`config.mk`:
```
export PLATFORM = sky130hd
export DESIGN_NAME = pcd8544_spi_tx
export DESIGN_NICKNAME = d
export VERILOG_FILES = /design/src/rtl/pcd8544_pkg.sv /design/src/rtl/spi_tick_gen.sv /design/src/rtl/pcd8544_spi_tx.sv
export SDC_FILE = /design/constraint.sdc
export NUM_CORES = 1
export LEC_CHECK = 0
export BUFFER_PORTS_ARGS = -buffer_cell sky130_fd_sc_hd__buf_2
export CAP_MARGIN = 20
export CORE_UTILIZATION = 55
export DETAILED_ROUTE_END_ITERATION = 7
export PLACE_DENSITY = 0.78
export SLEW_MARGIN = 25
export SYNTH_ARGS = -nofsm -noshare
export SYNTH_HDL_FRONTEND = slang
export SYNTH_SLANG_ARGS = --single-unit
export TNS_END_PERCENT = 100
```
`constraint.sdc`:
```
create_clock -name clock -period 4.2 [get_ports clock]
set_input_delay 1.26 -clock clock [delete_from_list [all_inputs] [get_ports clock]]
set_output_delay 1.26 -clock clock [all_outputs]
set_load 0.005 [all_outputs]
```
`src/rtl/pcd8544_pkg.sv`:
```
// rtl/pcd8544_pkg.sv - state encoding, timing defaults and PCD8544 command bytes
package pcd8544_pkg;

  typedef enum logic [2:0] {
    LCD_RST,
    IDLE,
    LOAD,
    SHIFT,
    DONE,
    GAP
  } state_t;

  localparam int DEF_RST_CYCLES = 16;
  localparam int DEF_GAP_CYCLES = 2;

  localparam logic [7:0] CMD_FUNC_EXT    = 8'h21;
  localparam logic [7:0] CMD_SET_VOP     = 8'h90;
  localparam logic [7:0] CMD_FUNC_BASIC  = 8'h20;
  localparam logic [7:0] CMD_DISP_NORMAL = 8'h0C;
  localparam logic [7:0] CMD_SET_X_BASE  = 8'h80;
  localparam logic [7:0] CMD_SET_Y_BASE  = 8'h40;

  // A zero divider would stall the tick generator, so it runs at the fastest rate.
  function automatic logic [15:0] half_period(input logic [15:0] div);
    return (div == 16'd0) ? 16'd1 : div;
  endfunction

endpackage

```
`src/rtl/spi_tick_gen.sv`:
```
// rtl/spi_tick_gen.sv - half-period tick generator for the SPI serial clock
module spi_tick_gen (
  input  logic        clock,
  input  logic        Reset,
  input  logic        en,
  input  logic [15:0] half,
  output logic        tick
);

  logic [15:0] cnt;

  assign tick = en && (cnt == half - 16'd1);

  always_ff @(posedge clock) begin
    if (Reset || !en || tick) begin
      cnt <= '0;
    end else begin
      cnt <= cnt + 16'd1;
    end
  end

endmodule

```
`src/rtl/pcd8544_spi_tx.sv`:
```
// rtl/pcd8544_spi_tx.sv - PCD8544 LCD serial transmitter (SPI mode 0, MSB first)
module pcd8544_spi_tx
  import pcd8544_pkg::*;
#(
  parameter int RST_CYCLES = DEF_RST_CYCLES,
  parameter int GAP_CYCLES = DEF_GAP_CYCLES
) (
  input  logic        clock,
  input  logic        Reset,
  input  logic [7:0]  data_in,
  input  logic        start,
  input  logic        command,
  input  logic [15:0] div_factor,
  output logic        mosi,
  output logic        sclk,
  output logic        sce,
  output logic        dc,
  output logic        rst,
  output logic        busy,
  output logic        avail
);

  localparam logic [15:0] RST_LAST = 16'(RST_CYCLES - 1);

  state_t      state;
  logic [15:0] cnt;
  logic [15:0] half;
  logic [7:0]  shreg;
  logic [2:0]  bit_cnt;
  logic        tick;
  logic        shift_en;
  logic        gap_last;
  logic        take;

  // The LOAD cycle is the first cycle of the first low half-period, which
  // keeps a byte at exactly sixteen half-periods from LOAD to DONE.
  assign shift_en = (state == LOAD) || (state == SHIFT);
  assign gap_last = (int'(cnt) >= GAP_CYCLES - 1);
  assign take     = start && ((state == IDLE) || ((state == GAP) && gap_last));

  spi_tick_gen u_tick_gen (
    .clock (clock),
    .Reset (Reset),
    .en    (shift_en),
    .half  (half),
    .tick  (tick)
  );

  always_ff @(posedge clock) begin
    if (Reset) begin
      state   <= LCD_RST;
      mosi    <= 1'b0;
      sclk    <= 1'b0;
      sce     <= 1'b1;
      dc      <= 1'b0;
      rst     <= 1'b0;
      busy    <= 1'b1;
      avail   <= 1'b0;
      cnt     <= '0;
      bit_cnt <= '0;
      shreg   <= '0;
      half    <= 16'd1;
    end else begin
      avail <= 1'b0;
      case (state)
        LCD_RST: begin
          // rst rises after the hold; busy drops one cycle later on entering IDLE.
          if (!rst) begin
            if (cnt == RST_LAST) rst <= 1'b1;
            cnt <= cnt + 16'd1;
          end else begin
            state <= IDLE;
            busy  <= 1'b0;
          end
        end
        IDLE: begin
          sce  <= 1'b1;
          sclk <= 1'b0;
          if (start) state <= LOAD;
        end
        LOAD, SHIFT: begin
          state <= SHIFT;
          if (tick) begin
            if (!sclk) begin
              sclk <= 1'b1;
            end else begin
              sclk <= 1'b0;
              if (bit_cnt == 3'd7) begin
                state <= DONE;
                avail <= 1'b1;
                mosi  <= 1'b0;
              end else begin
                bit_cnt <= bit_cnt + 3'd1;
                mosi    <= shreg[6];
                shreg   <= {shreg[6:0], 1'b0};
              end
            end
          end
        end
        DONE: begin
          state <= GAP;
          cnt   <= '0;
        end
        GAP: begin
          if (gap_last) begin
            if (start) begin
              state <= LOAD;
            end else begin
              state <= IDLE;
              sce   <= 1'b1;
              busy  <= 1'b0;
            end
          end else begin
            cnt <= cnt + 16'd1;
          end
        end
        default: state <= LCD_RST;
      endcase

      // Byte latch on entry to LOAD so LOAD already presents sce low and bit 7.
      if (take) begin
        shreg   <= data_in;
        dc      <= command;
        half    <= half_period(div_factor);
        sce     <= 1'b0;
        mosi    <= data_in[7];
        bit_cnt <= '0;
        busy    <= 1'b1;
      end
    end
  end

endmodule
```
Word-level counts from Yosys, hierarchy flattened

Index checks and enable logic that the tools add are counted.

$add $sub $neg: 4
Multipliers: 0
Div/mod/pow operators: 0
Magnitude comparators: 1
Equal/unequal tests: 18
Shifts and indexed selects: 0
Muxes and demuxes: 36
Bitwise operators: 4
Reduce and logical (&&, ||, !) cells: 28

Operators by type and width:

| kind                  | count |
|---|---|
| $mux 16               | 3 |
| $pmux 16 s3           | 1 |
| $mux 7                | 5 |
| $add 16x1->16 const B | 2 |
| $mux 3                | 6 |
| $eq 16x16->1          | 1 |
| $eq 16x4->1 const B   | 1 |
| $ge 16x1->1 const B   | 1 |
| $logic_not 16->1      | 1 |
| $mux 1                | 16 |
| $sub 16x1->16 const B | 1 |
| $pmux 3 s5            | 1 |
| $ne 2x2->1 const B    | 7 |
| $reduce_and 3->1      | 4 |
| $reduce_and 4->1      | 3 |
| $reduce_bool 2->1     | 5 |
| $eq 3x3->1 const B    | 3 |
| $eq 3x2->1 const B    | 2 |
| $ne 3x3->1 const B    | 2 |
| $pmux 1 s2            | 3 |
| $reduce_bool 3->1     | 2 |
| $logic_or 1x1->1      | 4 |
| $not 1->1             | 4 |
| $reduce_or 2->1       | 2 |
| 9 further kinds       | 11 |

Bits in registers: 68
Latch bits: 0
Bits in writable memories: 0
Memory bits (read-only): 0
Output and inout bits: 7
Logic and storage cells: 104
Memories kept: 0

Longest topological paths before layout

Gate-level depths: netlist (run 1).

Word-level depth: 6
Depth in mapped cells: 12
Gate-level depth less buffers: 10

Cells and area by module

Synthesis (run 1) repeated with hierarchy kept, for this count alone.

Cells, all modules: 477
Area total of the unflattened synthesis: 3,886.2 um^2

Modules (own cells, without submodules):

| module         | times used | cells each | area an instance (um^2) | seq. area each (um^2) |
|---|---|---|---|---|
| pcd8544_spi_tx | 1          | 292        | 2,471.1                 | 1,041.0 |
| spi_tick_gen   | 1          | 185        | 1,415.1                 | 320.3 |

Worst setup path after synthesis (run 1)

No wires, ideal clock.

Path type: register to register
From: register half[0]
To: register u_tick_gen.cnt[10]
Library setup time: 0.128 ns
Data arrival time: 3.089 ns
Slack: 0.984 ns
Cell stages (with the launch flop): 13
Path buffers: 2
Period minus slack after synthesis: 3.216 ns
Cell sequence: dfxtp_1 > inv_1 > ha_1 > or3b_2 > clkbuf_1 > nor4_1 > mux2i_1 > a211oi_1 > or3_1 > or3_1 > nand2_1 > clkbuf_1 > nor2_1

Word-level cells in the longest chain between the ends: 4

RTL lines:

| what                   | line                  | text |
|---|---|---|
| from (decl)            | pcd8544_spi_tx.sv:27  | `logic [15:0] half;` |
| from (signal assigned) | pcd8544_spi_tx.sv:124 | `half <= half_period(div_factor);` |
| $sub 16x1->16          | spi_tick_gen.sv:12    | `assign tick = en && (cnt == half - 16'd1);` |
| $eq 16x16->1           | spi_tick_gen.sv:12    |  |
| $logic_and 1x1->1      | spi_tick_gen.sv:12    |  |
| $logic_or 1x1->1       | spi_tick_gen.sv:15    | `if (Reset \|\| !en \|\| tick) begin` |
| to (signal assigned)   | spi_tick_gen.sv:18    | `cnt <= cnt + 16'd1;` |
| to (decl)              | spi_tick_gen.sv:10    | `logic [15:0] cnt;` |

No other way between the ends.
A chain may end at the register's enable or synchronous reset.

Final worst setup path (run 1)

From: register half[0]
To: register bit_cnt[2]

Word-level cells in the longest chain between the ends: 4

RTL lines:

| what                              | line                 | text |
|---|---|---|
| $sub 16x1->16                     | spi_tick_gen.sv:12   |  |
| $eq 16x16->1                      | spi_tick_gen.sv:12   |  |
| $logic_and 1x1->1                 | spi_tick_gen.sv:12   |  |
| $reduce_and 4->1 (no source line) | --                   |  |
| to (signal assigned)              | pcd8544_spi_tx.sv:93 | `bit_cnt <= bit_cnt + 3'd1;` |
| to (decl)                         | pcd8544_spi_tx.sv:29 | `logic [2:0] bit_cnt;` |

No other way between the ends.

==> summary.md, run 1 <==
| Metric | Value |
|---|---|
| Setup-failing EPs final | 0 |
| Tmin final | 3380 ps |
| Post-CTS Resized | 0 |
| Clk buf depth | 2 |
| VDD IR-drop max | 284 uV |
| Setup TNS | 0 ps |
| Area of the multi-input gates | 2030 um2 |
| Dpl cells | 512 |
| # rows | 28 |
| Mapped Avg Cell Area | 8.42 um2 |
| Drt first pass iters | 4 |
| Req. time, crit path | 4440 ps |
| Max Cap Viol | 0 |
| CP Class | reg2reg |
| Fin crit share | 80.6% |
| Fmax | 295 MHz |
| TritonCTS clock tree | yes |
| Total track usage | 25.7% |
| Fill cells | 515 |
| Measured slew at the worst slew-check pin | 905 ps |
| CP cell instances | or4_1, nor2_1, mux2_2, or4_1, or4b_4, nor4_4, mux2i_1, nor2_1 |
| Worst path slowest cell | or4_1 |
| Final Slew Violations | 0 |
| Die area | 6760 um2 |
| Share of the synthesized area in the top cell type | 38.5% |
| RSZ-0062 raised after global routing | false |
| Clk slew on worst S/H paths | 80 ps |
| Synth top cells by count | 68 x dfxtp_1, 60 x nor2_1, 35 x nand2_1, 23 x xor2_1, 22 x nand3_1 |
| Most common cell in the netlist | dfxtp_1 |
| Top Ports | 35 |
| Area delta synth->final | 12.2% |
| EDFF count, synth | 0 |
| Initial antenna violation count | 0 |
| Die H | 82.2 um |
| RD Place Congestion | 0.889 |
| Crit-path max FO | 8 |
| Congestion Overflow GR | 0 |
| Final Instance Area | 3970 um2 |
| Critical Path Start Type | flop |
| Wirelength, routed | 7820 um |
| Arrival time worst endpoint | 3620 ps |
| DRC | 0 |
| DR vias | 3097 |
| Type of element capturing the critical path | flop |
| I/O Buffers | 34 |
| Root Buffer | clkbuf_8 |
| Yosys warnings | 0 |
| Routed wire per std cell | 14.8 um |
| Register area | 1360 um2 |
| Rel. slew slack | 39.4% |
| Inserted Diodes | 0 |
| Status | completed |
| DRT iter0 DRCs | 201 |
| Layout cell share with drive strength beyond 1 | 14.6% |
| Asr flop ratio synth | 0% |
| Die width | 82.2 um |
| Worst hold path class | reg2reg |
| Cts hold-fix bufs | 0 |
| Vias in the first global route | 2793 |
| Leakage | 1.53 nW |
| Fin. Hold Viols | 0 |
| Number of nets in the layout | 483 |
| # H-tree levels | 3 |
| Routed Antenna Nets | 0 |
| Post-Layout Cell Count | 528 |
| Skew final | 12.2 ps |
| Initial Util | 58.4% |
| First-pass GRT wire length | 13100 um |
| CP peak stage delay | 680 ps |
| Sequential share of the synthesized area | 38.5% |
| Clk Latency, worst-skew pair | 350 ps |
| Mapped Cells | 420 |
| Leading register cell type out of synthesis | dfxtp_1 |
| Seq cells post-synth | 68 |
| Final Util | 65.5% |
| Yosys top cell by area | dfxtp_1 |
| Via-per-instance ratio | 5.87 |
| Syn Nets | 455 |
| Synth area leaders | dfxtp_1 38%, nor2_1 6.4%, xor2_1 5.7%, xnor2_1 4.7%, nand2_1 3.7% |
| Cts bufs inserted | 9 |
| Largest net degree at the start of global routing | 19 |
| Cell area power density | 341 nW/um2 |
| Core Footprint | 6060 um2 |
| Mapped cell area | 3540 um2 |
| Power, Total | 1.35 mW |
| Placed cell areas | 3720 um2 |
| Post-DP HPWL | 5590 um |
| Unique masters post-synth | 51 |
| Setup Buffers After CTS | 0 |
| Clock sinks | 68 |
-- cells by family after synthesis --
group,synth area share [%]
AOI/OAI and AO/OA,12.3
xor gates and xnor gates,10.4
adders and majority gates,2.48
buffers and inverters,4.14
DFF,38.5
muxes,3.47
and+or+nand+nor,28.8
-- power breakdown --
part / leakage, nW / switching (mW) / internal, mW / total [mW]
Sequential: 0.548 / 0.00396 / 0.647 / 0.651
Clock: 0.120 / 0.262 / 0.398 / 0.660
Combinational: 0.863 / 0.0252 / 0.0174 / 0.0426
Total: 1.53 / 0.291 / 1.06 / 1.35
-- metal layers --
metal  up-vias  wire length [um]  track usage [%]
li1       1532                 -                -
met1      1466              3550             32.1
met2        78              3660             41.4
met3        21               414             7.14
met4         0               199             10.9
met5         -                 0                0
-- path summary, 6_finish.rpt --
check	startpoint	endpoint	slack (ps)	cells after the start
min	dc	dc	470	2
min reg2reg	dc	dc	470	2
max	half[0]	bit_cnt[2]	820	8
max reg2reg	half[0]	bit_cnt[2]	820	8
-- registers in the layout, indices dropped and copies added, names as in the netlist --
| register | count |
|---|---|
| cnt | 16 |
| sce | 1 |
| dc | 1 |
| shreg | 7 |
| state | 3 |
| busy | 1 |
| mosi | 1 |
| bit_cnt | 3 |
| u_tick_gen.cnt | 16 |
| avail | 1 |
| rst | 1 |
| sclk | 1 |
| half | 16 |
-- cell usage in the layout, fill, tap and decap left out, types with 2 or more instances in the layout --
| cell type | instances |
|---|---|
| nor2_1 | 60 |
| clkbuf_8 | 9 |
| nor4_1 | 16 |
| a22o_1 | 10 |
| nand3_1 | 22 |
| nand2b_1 | 6 |
| clkinv_4 | 2 |
| a31oi_1 | 3 |
| xor2_1 | 23 |
| buf_2 | 34 |
| inv_1 | 15 |
| mux2i_1 | 10 |
| or4_1 | 2 |
| and2_1 | 3 |
| nand2_1 | 35 |
| nor3b_1 | 2 |
| nor3_1 | 4 |
| a211oi_1 | 3 |
| ha_1 | 7 |
| o21ai_0 | 20 |
| bufinv_16 | 3 |
| and3_1 | 14 |
| nand4_1 | 6 |
| dfxtp_1 | 68 |
| mux2_2 | 2 |
| a21oi_1 | 13 |
| xnor2_1 | 19 |
| or3_1 | 7 |
| nor2b_1 | 4 |
| and4_1 | 2 |
| o221ai_1 | 2 |
| nor4_4 | 3 |
-- per-stage QoR --
| step | hold slack, ps | setup WS [ps] |
|---|---|---|
| 5_1_grt | 510 | 546 |
| 6_report | 471 | 815 |
| 3_5_place_dp | 463 | 802 |
| 4_1_cts | 474 | 797 |
| 2_1_floorplan | 453 | 984 |
| 3_3_place_gp | 442 | 884 |
-- cell type report --
type,count,area share (%)
multi-input cells,319,51.2
flip-flops and latches,68,34.3
repair buffers,35,4.48
clock buffers,9,3.12
clock inverters,7,3.12
well taps,75,2.36
inverters,15,1.42
-- worst max-delay path: cells and delay by family, from the launching register on --
kind | cells | cell delay, ps
mux | 2 | 610
flops | 1 | 350
simple gates | 6 | 2320
(Power assumes the default switching activity.)
==> inputs of run 2 (changes only) <==
Clock period 4.2 ns to 3.35 ns, I/O delays scaled along.
==> summary.md, run 2 (synthesis gave the netlist of run 1 again) <==
| Metric | Value |
|---|---|
| Die width | 82.2 um (unchanged) |
| Type of element capturing the critical path | flop (unchanged) |
| Combinational share of power | 3.4% (was 3.1%) |
| Core Footprint | 6060 um2 (unchanged) |
| Placed cell areas | 3790 um2 (was 3720 um2) |
| Final Slew Violations | 0 (unchanged) |
| Total track usage | 24.7% (was 25.7%) |
| Leakage | 1.57 nW (was 1.53 nW) |
| Post-Layout Cell Count | 536 (was 528) |
| I/O Buffers | 34 (unchanged) |
| Clk slew on worst S/H paths | 80 ps (about the same) |
| RD Place Congestion | 0.956 (was 0.889) |
| Area delta synth->final | 14.3% (was 12.2%) |
| Layout cell share with drive strength beyond 1 | 16.5% (was 14.6%) |
| Arrival time worst endpoint | 3410 ps (was 3620 ps) |
| # H-tree levels | 3 (unchanged) |
| Initial antenna violation count | 0 (unchanged) |
| Vias in the first global route | 2753 (was 2793) |
| Internal power | 1.26 mW (was 1.06 mW) |
| Most frequent cells in the layout | 68 x dfxtp_1, 60 x nor2_1, 35 x nand2_1 (unchanged) |
| Status | completed (unchanged) |
| Number of nets in the layout | 491 (was 483) |
| Max Cap Viol | 0 (unchanged) |
| Top Ports | 35 (unchanged) |
| Skew final | 5.49 ps (was 12.2 ps) |
| Tmin final | 3180 ps (was 3380 ps) |
| Sw frac | 22.2% (was 21.5%) |
| Measured slew at the worst slew-check pin | 659 ps (was 905 ps) |
| Dpl cells | 520 (was 512) |
| Most common cell after layout, fill and taps aside | dfxtp_1 (unchanged) |
| Fin crit share | 94.9% (was 80.6%) |
| Setup-failing EPs final | 0 (unchanged) |
| Net switching power | 0.358 mW (was 0.291 mW) |
| Fill cells | 502 (was 515) |
| Routed Antenna Nets | 0 (unchanged) |
| VDD IR-drop max | 337 uV (was 284 uV) |
| RSZ-0062 raised after global routing | false (unchanged) |
| Root Buffer | clkbuf_8 (unchanged) |
| Via-per-instance ratio | 5.81 (was 5.87) |
| Setup TNS | 0 ps (unchanged) |
| Wirelength, routed | 7900 um (was 7820 um) |
| Cell area power density | 400 nW/um2 (was 341 nW/um2) |
| Seq pwr share | 50.6% (was 48.1%) |
| Largest registers | cnt: 16 flops, half: 16 flops, u_tick_gen.cnt: 16 flops (unchanged) |
| Drt first pass iters | 4 (unchanged) |
| Clk Latency, worst-skew pair | 350 ps (about the same) |
| Die H | 82.2 um (unchanged) |
| # rows | 28 (unchanged) |
| DRC | 0 (unchanged) |
| Largest net degree at the start of global routing | 19 (unchanged) |
| Crit-path max FO | 5 (was 8) |
| DR vias | 3113 (was 3097) |
| Final Instance Area | 4040 um2 (was 3970 um2) |
| Fin. Hold Viols | 0 (unchanged) |
| Rel. slew slack | 56.0% (was 39.4%) |
| Clock sinks | 68 (unchanged) |
| Cts bufs inserted | 9 (unchanged) |
| TritonCTS clock tree | yes (unchanged) |
| Post-DP HPWL | 5830 um (was 5590 um) |
| Inserted Diodes | 0 (unchanged) |
| Initial Util | 58.4% (unchanged) |
| Die area | 6760 um2 (unchanged) |
| First-pass GRT wire length | 12500 um (was 13100 um) |
| Clk buf depth | 2 (unchanged) |
| Fmax | 315 MHz (was 295 MHz) |
| Critical Path Start Type | flop (unchanged) |
| DRT iter0 DRCs | 152 (was 201) |
| Clk pwr share | 46.0% (was 48.8%) |
| Congestion Overflow GR | 0 (unchanged) |
| Routed wire per std cell | 14.7 um (was 14.8 um) |
| Worst hold path class | reg2reg (unchanged) |
| Req. time, crit path | 3580 ps (was 4440 ps) |
| CP Class | reg2reg (unchanged) |
## run 2: changes by cell type in the layout (fill, tap and decap cells not counted), moves of 2 or more
cell	previous run	this run
nor4_2	0	2
buf_4	1	8
clkinvlp_4	1	3
nor4_1	16	14
## run 2: layer usage
layer | GRT usage, % | up-vias | wire (um)
met5 | 0 | - | 0
met4 | 7.54 | 0 | 163
met3 | 8.02 | 19 | 444
met2 | 41.2 | 73 | 3720
met1 | 30.1 | 1464 | 3570
li1 | - | 1557 | -
## run 2: metrics by stage
step / utilization (%) / power, mW / hold WS, ps / worst slack [ps]
6_report: 66.7 / 1.61 / 458 / 171
5_1_grt: 66.7 / 1.68 / 495 / 74.4
4_1_cts: 66.2 / 1.64 / 464 / 23.5
3_5_place_dp: 62.6 / 0.890 / 454 / 24.9
3_3_place_gp: 62.6 / 0.888 / 443 / 112
2_1_floorplan: - / 0.860 / 453 / 134
## run 2: area by class of cell
| cell class | instances | area (um2) | area share (%) |
|---|---|---|---|
| repair buffers | 43 | 250 | 6.19 |
| well taps | 75 | 93.8 | 2.32 |
| clock inverters | 7 | 100 | 2.48 |
| flip-flops and latches | 68 | 1360 | 33.7 |
| multi-input cells | 319 | 2060 | 50.9 |
| inverters | 15 | 56.3 | 1.39 |
| clock buffers | 9 | 124 | 3.07 |
## run 2: power groups by stage
stage | Clock [mW] | Combinational, mW | Sequential [mW]
6_report | 0.744 | 0.0548 | 0.816
5_1_grt | 0.801 | 0.0613 | 0.817
4_1_cts | 0.765 | 0.0553 | 0.816
3_5_place_dp | 0 | 0.0549 | 0.835
3_3_place_gp | 0 | 0.0534 | 0.835
2_1_floorplan | 0 | 0.0264 | 0.834
## run 2: path summary, 6_finish.rpt
check | from | to | slack (ps) | cells past startpoint
max reg2reg | half[0] | bit_cnt[1] | 170 | 8
min reg2reg | dc | dc | 460 | 2
max | half[0] | bit_cnt[1] | 170 | 8
min | dc | dc | 460 | 2
## run 2: timing repair
item	in CTS	in global routing
endpoints found under the setup margin	0	20
hold buffers	0	0
setup buffers	0	0
resized for setup	0	5
## run 2: critical path, stage by stage, from the launching register on
cell and delay (ps):
dfxtp_1 350, or4_1 560, nor2_1 120, mux2_2 350
or4_1 510, or4b_4 570, nor4_4 290, mux2i_1 260
nor2_1 60
==> inputs of run 3 (changes only) <==
--- a/config.mk
+++ b/config.mk
@@ -11,5 +11,5 @@
 export DETAILED_ROUTE_END_ITERATION = 7
 export PLACE_DENSITY = 0.78
-export SLEW_MARGIN = 25
+export SLEW_MARGIN = 0
 export SYNTH_ARGS = -nofsm -noshare
 export SYNTH_HDL_FRONTEND = slang
==> constraint.sdc (replaced) <==
create_clock -name clock -period 3.35 [get_ports clock]
set_input_delay 0.1675 -clock clock [delete_from_list [all_inputs] [get_ports clock]]
set_output_delay 0.1675 -clock clock [all_outputs]
set_load 0.005 [all_outputs]
==> summary.md, run 3 (synthesis gave the netlist of run 1 again) <==
| Metric | Value |
|---|---|
| Initial Util | 58.4% (unchanged) |
| TritonCTS clock tree | yes (unchanged) |
| Die H | 82.2 um (unchanged) |
| RD Place Congestion | 0.948 (was 0.956) |
| Root Buffer | clkbuf_8 (unchanged) |
| Routed Antenna Nets | 0 (unchanged) |
| Drt first pass iters | 4 (unchanged) |
| DRC | 0 (unchanged) |
| Initial antenna violation count | 0 (unchanged) |
| Fin crit share | 98.2% (was 94.9%) |
| Inserted Diodes | 0 (unchanged) |
| Clock sinks | 68 (unchanged) |
| Cell area power density | 385 nW/um2 (was 400 nW/um2) |
| First-pass GRT wire length | 12600 um (was 12500 um) |
| Dpl cells | 519 (was 520) |
| Congestion Overflow GR | 0 (unchanged) |
| Cts bufs inserted | 9 (unchanged) |
| Fmax | 304 MHz (was 315 MHz) |
| Skew final | 10.5 ps (was 5.49 ps) |
| Setup-failing EPs final | 0 (unchanged) |
| Setup TNS | 0 ps (unchanged) |
| Internal reg-to-reg setup slack | 60 ps (was 170 ps) |
| DR vias | 3091 (was 3113) |
| Final setup margin | 61.4 ps (was 171 ps) |
| Crit-path max FO | 5 (unchanged) |
| Vias in the first global route | 2810 (was 2753) |
| DRT iter0 DRCs | 190 (was 152) |
| Most common cell after layout, fill and taps aside | dfxtp_1 (unchanged) |
| CP Class | reg2reg (unchanged) |
| Wirelength, routed | 8030 um (was 7900 um) |
| Clk buf depth | 2 (unchanged) |
| Met3 Resource Use GR | 6.15% (was 8.02%) |
| Delay-heaviest family, CP | simple AND/OR/NAND/NOR gates (unchanged) |
| Worst path slowest cell | or4b_4 (unchanged) |
| Total track usage | 25.0% (was 24.7%) |
| # H-tree levels | 3 (unchanged) |
| Max Cap Viol | 0 (unchanged) |
| Top Ports | 35 (unchanged) |
| Clk slew on worst S/H paths | 80 ps (about the same) |
| Largest registers | cnt: 16 flops, half: 16 flops, u_tick_gen.cnt: 16 flops (unchanged) |
| Routed wire per std cell | 14.9 um (was 14.7 um) |
| Post-DP HPWL | 5780 um (was 5830 um) |
| Leakage | 1.57 nW (about the same) |
| I/O Buffers | 34 (unchanged) |
| Via-per-instance ratio | 5.73 (was 5.81) |
| Final Instance Area | 4030 um2 (was 4040 um2) |
| Area delta synth->final | 13.8% (was 14.3%) |
| Rel. slew slack | 47.4% (was 56.0%) |
| VDD IR-drop max | 238 uV (was 337 uV) |
| GR Util met2 | 42.2% (was 41.2%) |
| Post-Layout Cell Count | 539 (was 536) |
| Tmin final | 3290 ps (was 3180 ps) |
| Final Slew Violations | 0 (unchanged) |
| Layout cell share with drive strength beyond 1 | 17.0% (was 16.5%) |
| Grt peak-use layer | met2 (unchanged) |
| Req. time, crit path | 3590 ps (was 3580 ps) |
| Die area | 6760 um2 (unchanged) |
| # rows | 28 (unchanged) |
| Hold_ws | 32.2 ps (was 458 ps) |
| Type of element capturing the critical path | flop (unchanged) |
| Arrival time worst endpoint | 3530 ps (was 3410 ps) |
| Die width | 82.2 um (unchanged) |
| Cts hold-fix bufs | 0 (unchanged) |
| Measured slew at the worst slew-check pin | 785 ps (was 659 ps) |
| Status | completed (unchanged) |
| Buf/Inv on CP | 1 (was 0) |
| Number of nets in the layout | 494 (was 491) |
| Core Footprint | 6060 um2 (unchanged) |
| CP peak stage delay | 570 ps (about the same) |
| Critical Path Start Type | flop (unchanged) |
| Post-Place Setup Slack | -17.1 ps (was 24.9 ps) |
| CP cell instances | or4_1, nor2_1, mux2_2, or4_1, or4b_4, nor4_4, buf_4, mux2i_1, nor2_1 (was or4_1, nor2_1, mux2_2, or4_1, or4b_4, nor4_4, mux2i_1, nor2_1) |
| Clk Latency, worst-skew pair | 350 ps (about the same) |
| Worst hold path class | in2reg (was reg2reg) |
| Most frequent cells in the layout | 67 x dfxtp_1, 60 x nor2_1, 35 x nand2_1 (was 68 x dfxtp_1, 60 x nor2_1, 35 x nand2_1) |
| Met1 GRT Util | 30.4% (was 30.1%) |
| Placed cell areas | 3780 um2 (was 3790 um2) |
| Largest net degree at the start of global routing | 21 (was 19) |
| Fin. Hold Viols | 0 (unchanged) |
[run 3: area by class of cell]
type / count / area (um2)
Multi-Input combinational cell: 319 / 2040
Fill cell: 521 / 2030
Sequential cell: 68 / 1360
Timing Repair Buffer: 46 / 273
Clock buffer: 9 / 124
Tap cell: 75 / 93.8
Clock inverter: 7 / 76.3
Inverter: 15 / 56.3
[run 3: routing by layer]
metal  up-vias  share of wire [%]  wire, um
met3         8                5.1       412
met5         -                  0         0
met2        72                 48      3860
met1      1451                 46      3670
met4         0                1.1        92
li1       1560                  -         -
[run 3: metrics by stage]
stage / total power, mW / utilization, %
after global routing: 1.61 / 66.4
after floorplan: 0.860 / -
final: 1.55 / 66.4
after detailed placement: 0.889 / 62.4
after CTS: 1.56 / 65.7
after global placement: 0.888 / 62.4
[run 3: worst paths after layout]
kind         depth (start not counted)      startpoint    endpoint
max                                  9         half[0]  bit_cnt[1]
min                                  3  div_factor[11]    half[11]
max reg2reg                          9         half[0]  bit_cnt[1]
min reg2reg                          2              dc          dc
[run 3: power by group]
| part | switching (mW) | internal [mW] | leakage [nW] |
|---|---|---|---|
| Clock | 0.333 | 0.347 | 0.0958 |
| Sequential | 0.00486 | 0.811 | 0.549 |
| Combinational | 0.0319 | 0.0227 | 0.928 |
[run 3: what timing repair did]
action,in CTS,in global routing
setup buffers,0,4
gates resized for setup,0,4
setup endpoints to repair,2,28
pin swaps,1,2
[run 3: worst min-delay path, delay by kind of cell]
kind                   cells  cell delay [ps]
buffers and inverters      1               90
AO/OA/AOI/OAI              1               50
AND/OR/NAND/NOR            1               40
